$ cat config.mk
export PLATFORM = sky130hd
export DESIGN_NAME = packet_forwarder_flat
export DESIGN_NICKNAME = d
export VERILOG_FILES = /design/src/rtl/packet_forwarder_pkg.sv /design/src/rtl/packet_forwarder_if.sv /design/src/rtl/packet_forwarder_fifo.sv /design/src/rtl/packet_forwarder.sv /design/src/flat_wrapper.sv
export SDC_FILE = /design/constraint.sdc
export NUM_CORES = 1
export LEC_CHECK = 0
export CAP_MARGIN = 30
export CELL_PAD_IN_SITES_DETAIL_PLACEMENT = 0
export CELL_PAD_IN_SITES_GLOBAL_PLACEMENT = 2
export CORE_UTILIZATION = 36
export DETAILED_ROUTE_END_ITERATION = 6
export GPL_ROUTABILITY_DRIVEN = 0
export GPL_TIMING_DRIVEN = 1
export HOLD_SLACK_MARGIN = 0.08
export PLACE_DENSITY_LB_ADDON = 0.1
export SYNTH_ARGS = -nofsm -noshare
export SYNTH_HDL_FRONTEND = slang
export SYNTH_SLANG_ARGS = --single-unit
$ cat constraint.sdc
create_clock -name clk -period 3.26 [get_ports clk]
set_clock_uncertainty 0.05 [all_clocks]
set_input_delay 0.652 -clock clk [delete_from_list [all_inputs] [get_ports clk]]
set_output_delay 0.652 -clock clk [all_outputs]
set_load 0.01 [all_outputs]
$ cat src/rtl/packet_forwarder_pkg.sv
// Shared types for the packet_ram read-out path: FSM states, FIFO entry layout, slot helper.
// Data width of the FIFO entry is fixed here and must match the forwarder's DATA_WIDTH.
package bpf_fwd_pkg;

  localparam int FWD_DATA_WIDTH = 32;
  localparam int FIFO_DEPTH     = 3;

  typedef enum logic [1:0] {
    IDLE,
    RUN,
    DRAIN,
    DONE
  } fwd_state_e;

  typedef struct packed {
    logic [FWD_DATA_WIDTH-1:0] data;
    logic                      last;
  } fwd_entry_t;

  // Slots are numbered 0..FIFO_DEPTH-1, so pointers wrap at a non-power-of-two.
  function automatic logic [1:0] next_slot(input logic [1:0] p);
    return (p == 2'(FIFO_DEPTH - 1)) ? 2'd0 : p + 2'd1;
  endfunction

endpackage

$ cat src/rtl/packet_forwarder_if.sv
// AXI-Stream style word channel between the forwarder (master) and the downstream consumer (slave).
interface packet_forwarder_if
  import bpf_fwd_pkg::*;
#(
  parameter int DATA_WIDTH = FWD_DATA_WIDTH
);
  logic [DATA_WIDTH-1:0] tdata;
  logic                  tvalid;
  logic                  tready;
  logic                  tlast;

  modport master (output tdata, output tvalid, output tlast, input tready);
  modport slave  (input tdata, input tvalid, input tlast, output tready);
endinterface

$ cat src/rtl/packet_forwarder_fifo.sv
// 3-entry FIFO absorbing the RAM read latency; latency 1 cycle push-to-head.
// No internal backpressure: the producer's credit rule guarantees a free slot on every push.
module fwd_fifo
  import bpf_fwd_pkg::*;
(
  input  logic       clk,
  input  logic       rst_n,
  input  logic       push_i,
  input  fwd_entry_t push_dat_i,
  input  logic       pop_i,
  output fwd_entry_t head_dat_o,
  output logic [1:0] count_o
);

  fwd_entry_t mem_q [FIFO_DEPTH];
  logic [1:0] wr_ptr_q;
  logic [1:0] rd_ptr_q;
  logic [1:0] count_q;
  logic [1:0] count_d;
  logic       do_pop;

  assign do_pop = pop_i && (count_q != 2'd0);

  always_comb begin
    count_d = count_q;
    case ({push_i, do_pop})
      2'b10:   count_d = count_q + 2'd1;
      2'b01:   count_d = count_q - 2'd1;
      default: count_d = count_q;
    endcase
  end

  always_ff @(posedge clk or negedge rst_n) begin
    if (!rst_n) begin
      for (int i = 0; i < FIFO_DEPTH; i++) begin
        mem_q[i] <= '0;
      end
      wr_ptr_q <= 2'd0;
      rd_ptr_q <= 2'd0;
      count_q  <= 2'd0;
    end else begin
      if (push_i) begin
        mem_q[wr_ptr_q] <= push_dat_i;
        wr_ptr_q        <= next_slot(wr_ptr_q);
      end
      if (do_pop) begin
        rd_ptr_q <= next_slot(rd_ptr_q);
      end
      count_q <= count_d;
    end
  end

  assign head_dat_o = mem_q[rd_ptr_q];
  assign count_o    = count_q;

endmodule

$ cat src/rtl/packet_forwarder.sv
// Streams packet_ram words 0..last_idx out as AXI-Stream; first beat valid 2 cycles after the first read.
// Reads are throttled by FIFO occupancy plus the in-flight read, so tready stalls never overflow the FIFO.
module packet_forwarder
  import bpf_fwd_pkg::*;
#(
  parameter int ADDR_WIDTH = 10,
  parameter int DATA_WIDTH = FWD_DATA_WIDTH
)(
  input  logic                    clk,
  input  logic                    rst_n,
  input  logic                    fwd_start,
  input  logic [31:0]             pkt_len,
  output logic [ADDR_WIDTH-1:0]   ram_addr,
  output logic                    ram_rd_en,
  input  logic [2*DATA_WIDTH-1:0] ram_do,
  packet_forwarder_if.master      m_axis,
  output logic                    fwd_done,
  output logic                    busy
);

  localparam logic [ADDR_WIDTH-1:0] MAX_IDX = '1;

  fwd_state_e            state_q, state_d;
  logic [ADDR_WIDTH-1:0] rd_ptr_q, rd_ptr_d;
  logic [ADDR_WIDTH-1:0] last_idx_q, last_idx_d;
  logic [ADDR_WIDTH-1:0] addr_hold_q, addr_hold_d;
  logic                  inflight_q;
  logic                  inflight_last_q;

  logic                  credit_ok;
  logic                  axis_vld;
  logic                  axis_pop;
  logic [1:0]            fifo_count;
  fwd_entry_t            push_dat;
  fwd_entry_t            head_dat;
  logic                  unused_ram_lo;

  // Only registered occupancy feeds the credit check, keeping tready off the read path.
  assign credit_ok = ({1'b0, fifo_count} + {2'b00, inflight_q}) < 3'(FIFO_DEPTH);

  always_comb begin
    state_d     = state_q;
    rd_ptr_d    = rd_ptr_q;
    last_idx_d  = last_idx_q;
    addr_hold_d = addr_hold_q;
    ram_rd_en   = 1'b0;
    fwd_done    = 1'b0;
    case (state_q)
      IDLE: begin
        if (fwd_start) begin
          state_d    = RUN;
          rd_ptr_d   = '0;
          last_idx_d = (pkt_len > 32'(MAX_IDX)) ? MAX_IDX : pkt_len[ADDR_WIDTH-1:0];
        end
      end
      RUN: begin
        if (credit_ok) begin
          ram_rd_en   = 1'b1;
          addr_hold_d = rd_ptr_q;
          if (rd_ptr_q == last_idx_q) begin
            state_d = DRAIN;
          end else begin
            rd_ptr_d = rd_ptr_q + ADDR_WIDTH'(1);
          end
        end
      end
      DRAIN: begin
        if (axis_pop && head_dat.last) begin
          state_d = DONE;
        end
      end
      DONE: begin
        fwd_done = 1'b1;
        state_d  = IDLE;
      end
      default: state_d = IDLE;
    endcase
  end

  always_ff @(posedge clk or negedge rst_n) begin
    if (!rst_n) begin
      state_q         <= IDLE;
      rd_ptr_q        <= '0;
      last_idx_q      <= '0;
      addr_hold_q     <= '0;
      inflight_q      <= 1'b0;
      inflight_last_q <= 1'b0;
    end else begin
      state_q         <= state_d;
      rd_ptr_q        <= rd_ptr_d;
      last_idx_q      <= last_idx_d;
      addr_hold_q     <= addr_hold_d;
      inflight_q      <= ram_rd_en;
      inflight_last_q <= ram_rd_en && (rd_ptr_q == last_idx_q);
    end
  end

  // Address is held between reads so packet_ram sees a quiet bus when idle or throttled.
  assign ram_addr = ram_rd_en ? rd_ptr_q : addr_hold_q;
  assign busy     = (state_q != IDLE);

  assign push_dat      = '{data: ram_do[2*DATA_WIDTH-1:DATA_WIDTH], last: inflight_last_q};
  assign unused_ram_lo = ^ram_do[DATA_WIDTH-1:0];

  fwd_fifo u_fifo (
    .clk        (clk),
    .rst_n      (rst_n),
    .push_i     (inflight_q),
    .push_dat_i (push_dat),
    .pop_i      (axis_pop),
    .head_dat_o (head_dat),
    .count_o    (fifo_count)
  );

  assign axis_vld      = (fifo_count != 2'd0);
  assign axis_pop      = axis_vld && m_axis.tready;
  assign m_axis.tvalid = axis_vld;
  assign m_axis.tdata  = head_dat.data;
  assign m_axis.tlast  = head_dat.last;

endmodule
$ cat src/flat_wrapper.sv
// flat-port wrapper written by rule: the top's interface ports become plain ports
module packet_forwarder_flat import bpf_fwd_pkg::*;
#(
  parameter int ADDR_WIDTH = 10,
  parameter int DATA_WIDTH = FWD_DATA_WIDTH
)
  (clk, rst_n, fwd_start, pkt_len, ram_addr, ram_rd_en, ram_do, fwd_done, busy, m_axis_tdata, m_axis_tvalid, m_axis_tlast, m_axis_tready);
  packet_forwarder_if #(.DATA_WIDTH(DATA_WIDTH)) m_axis_i ();
  input  logic clk;
  input  logic rst_n;
  input  logic fwd_start;
  input  logic [31:0] pkt_len;
  output logic [ADDR_WIDTH-1:0] ram_addr;
  output logic ram_rd_en;
  input  logic [2*DATA_WIDTH-1:0] ram_do;
  output logic fwd_done;
  output logic busy;
  output wire logic [$bits(m_axis_i.tdata)-1:0] m_axis_tdata;
  output wire logic [$bits(m_axis_i.tvalid)-1:0] m_axis_tvalid;
  output wire logic [$bits(m_axis_i.tlast)-1:0] m_axis_tlast;
  input wire logic [$bits(m_axis_i.tready)-1:0] m_axis_tready;
  assign m_axis_tdata = m_axis_i.tdata;
  assign m_axis_tvalid = m_axis_i.tvalid;
  assign m_axis_tlast = m_axis_i.tlast;
  assign m_axis_i.tready = m_axis_tready;
  packet_forwarder #(.ADDR_WIDTH(ADDR_WIDTH), .DATA_WIDTH(DATA_WIDTH)) u_core (.clk(clk), .rst_n(rst_n), .fwd_start(fwd_start), .pkt_len(pkt_len), .ram_addr(ram_addr), .ram_rd_en(ram_rd_en), .ram_do(ram_do), .m_axis(m_axis_i), .fwd_done(fwd_done), .busy(busy));
endmodule
==> reports/metrics.cfg <==
[synthesis]
synth-seq-cells = 139
synth_common_cells = 139 x dfrtp_1, 109 x mux2_2, 49 x nand2_1
synth-seq-area-share_pct = 54.32
synth_edf_count = 0
synthCells = 514
yosysUniqueCellTypes = 50
avgSynthCellArea_um2 = 12.46
synthTopCellsByArea = dfrtp_1 54%, mux2_2 19%, mux2i_1 5.3%, nand2_1 2.9%, o21ai_0 2.7%
yosysTopAreaCell = dfrtp_1
syn_nets = 622
yosysTopAreaCellShare_pct = 54.32
syn_area_um2 = 6404
synth.most_common_cell = dfrtp_1
yosysWarnings = 0
ys_async_sr_fraction_pct = 100.0
synth_ff_type = dfrtp_1

[clock_tree]
root_buffer = clkbuf_16
cts_buffers = 17
clock_latency_ns = 0.41
cts.htree.levels = 4
cts_tree = done
clock_sinks = 139
clk_pin_slew_ns = 0.06
clk_path_buf_depth = 2

[timing]
hold_viol_final = 0
worst_pin_slew_ns = 0.6999
setup_violations = 0
max_freq_mhz = 325.5
period_share_pct = 94.23
final-max-slew-violation-count = 0
rsz0062_at_grt = no
max-slew-margin-rel_pct = 53.29
min_period_ns = 3.072
fin_setup_tns_ns = 0

[routing]
drtAntennaViolNets = 0
vias = 4423
post-route-drc-count = 0
drt_iter0_drc = 158
wl_mm = 15.09
vias_per_cell = 5.078
wire_per_inst_um = 17.33
drt_first_pass_iters = 4

[pwr]
switching_share_pct = 32.54
pwr-share-seq_pct = 35.8
p_per_area_nw_per_um2 = 963.9
irDropWorstVdd_v = 0.0004551
clkPwrFrac_pct = 23.7
power.leakage_nw = 3.587
power_mw = 8.137
comb_power_share_pct = 40.6
p_int_mw = 5.489
power.switching_mw = 2.647

[worst_setup_path]
crit_path_top_delay_cell = dfrtp_2
r2r_cells = 5
crit_chain = buf_4, mux2i_1, o21ai_0, clkdlybuf4s50_1
cp_max_fo = 17
cp-start-kind = register
critPathArrivalTime_ns = 2.37
cp_slowest_stage_delay_ns = 0.71
crit_path_end_kind = output port
required_ns = 2.56
r2r_start = u_core.rd_ptr_q[3]
rrSetupSlack_ns = 0.99
cp_top_family = buffers and inverters
path_buf_inv = 2
r2r_end = u_core.state_q[1]
crit_type = register to output port

[global_route]
grt-ovfl-total = 0
antenna_found_initial = 0
grt_pass1_wl_mm = 24.75
grt_pass1_vias = 4700
grt_start_max_net_pins = 69
gr-usage-all-layers_pct = 17.88

[place]
portBuffers = 114
dp_hpwl_mm = 10.02

[layout]
syn_to_final_growth_pct = 31.83
antenna_cells = 0
multi_input_area_um2 = 2746
regArea_um2 = 3480
fin_nets = 741
drive_above_1_share_pct = 26.78
final.fill_count = 1569

[die]
start_util_pct = 36.89
die_w_um = 135.4
design.die.area_um2 = 18330
pin_count = 147
coreArea_um2 = 17360
row_count = 48
die_y_um = 135.4

[hold_path]
worstHoldPathType = input pin to async pin

[job]
cap_violations = 0

[status]
outcome = completed

logic make-up after synthesis:
family,after synthesis,share of synthesized area [%]
muxes,144,24.66
DFF,139,54.32
and+or+nand+nor,94,7.073
AOI/OAI and AO/OA,73,7.464
buffers and inverters,43,3.146
xor gates and xnor gates,13,1.778
adders and majority gates,8,1.563
flip-flops by register name, summed over array words and instances (netlist names):
register                cells
u_core.addr_hold_q         10
u_core.inflight_last_q      1
u_core.inflight_q           1
u_core.last_idx_q          10
u_core.rd_ptr_q            10
u_core.state_q              2
u_core.u_fifo.count_o       2
u_core.u_fifo.mem_q        99
u_core.u_fifo.rd_ptr_q      2
u_core.u_fifo.wr_ptr_q      2
power groups by stage:
stage          Combinational [mW]  Clock [mW]  Sequential, mW
6_report                     3.30        1.93            2.91
5_1_grt                      3.62        2.06            3.02
4_1_cts                      3.35        1.98            2.92
3_5_place_dp                 3.34           0            2.95
3_3_place_gp                 3.28           0            2.91
2_1_floorplan                2.05           0            2.74
per-stage QoR:
stage                     util [%]  hold slack, ns  instance area, µm²  instances  setup slack (ns)
after detailed placement     45.10          0.4363                7828        837            0.3928
final                        48.64          0.1563                8442        871            0.1880
after CTS                    48.51          0.1923                8419        869           0.04920
after global routing         48.64          0.2078                8442        871           0.05371
after global placement       44.98          0.4292                7807        836            0.4123
after floorplan                  -          0.3064                6404        514            0.7934
placed cells by master, fill, tap and decap left out, types with 3 or more instances in the layout:
cell type        synthesis  final
dfrtp_1                139    138
mux2_2                 109    109
clkdlybuf4s50_1          0    102
nand2_1                 49     49
o21ai_0                 35     35
mux2i_1                 34     34
buf_4                    0     19
clkbuf_16                0     17
xor2_1                  11     11
o22a_1                  10     10
inv_1                    8      8
nor3_1                   9      8
ha_1                     8      8
dlygate4sd2_1            0      8
nor2_1                   7      7
nor4_1                   7      7
clkinvlp_4               0      5
nand3_1                  5      4
clkinv_4                 0      4
nand4_1                  3      3
a21o_1                   3      3
a21oi_1                  4      3
a221o_1                  3      3
o21ai_1                  3      3
dlymetal6s2s_1           0      3
per-layer routing:
layer  share of wire (%)  global-route usage (%)
met5                   0                       0
met4                 1.5                   7.054
met3                 5.1                   3.928
met2                  47                   29.43
met1                  46                   22.81
timing repair:
| item | CTS | global route |
|---|---|---|
| setup buffers | 0 | 2 |
| setup endpoints to repair | 8 | 3 |
| resized for setup | 9 | 3 |
| hold buffers | 0 | 0 |
layout make-up:
type / count / share of cell area, %
timing repair buffer: 134 / 15.43
tap: 225 / 3.335
clock inverter: 12 / 1.675
inverter: 9 / 0.4002
clock buffer: 20 / 5.410
sequential: 139 / 41.22
multi-input combinational: 332 / 32.53
how the worst max path moves through the flow:
stage | from | to | cells after the start
floorplan | u_core.u_fifo.count_o[0] | ram_addr[1] | 6
global placement | u_core.u_fifo.count_o[0] | ram_addr[5] | 7
detailed placement | u_core.u_fifo.count_o[0] | ram_addr[3] | 7
CTS | u_core.u_fifo.count_o[0] | ram_addr[7] | 7
global route | u_core.u_fifo.rd_ptr_q[0] | m_axis_tdata[18] | 4
finish | u_core.u_fifo.rd_ptr_q[0] | m_axis_tdata[7] | 4
(Power assumes the default switching activity.)
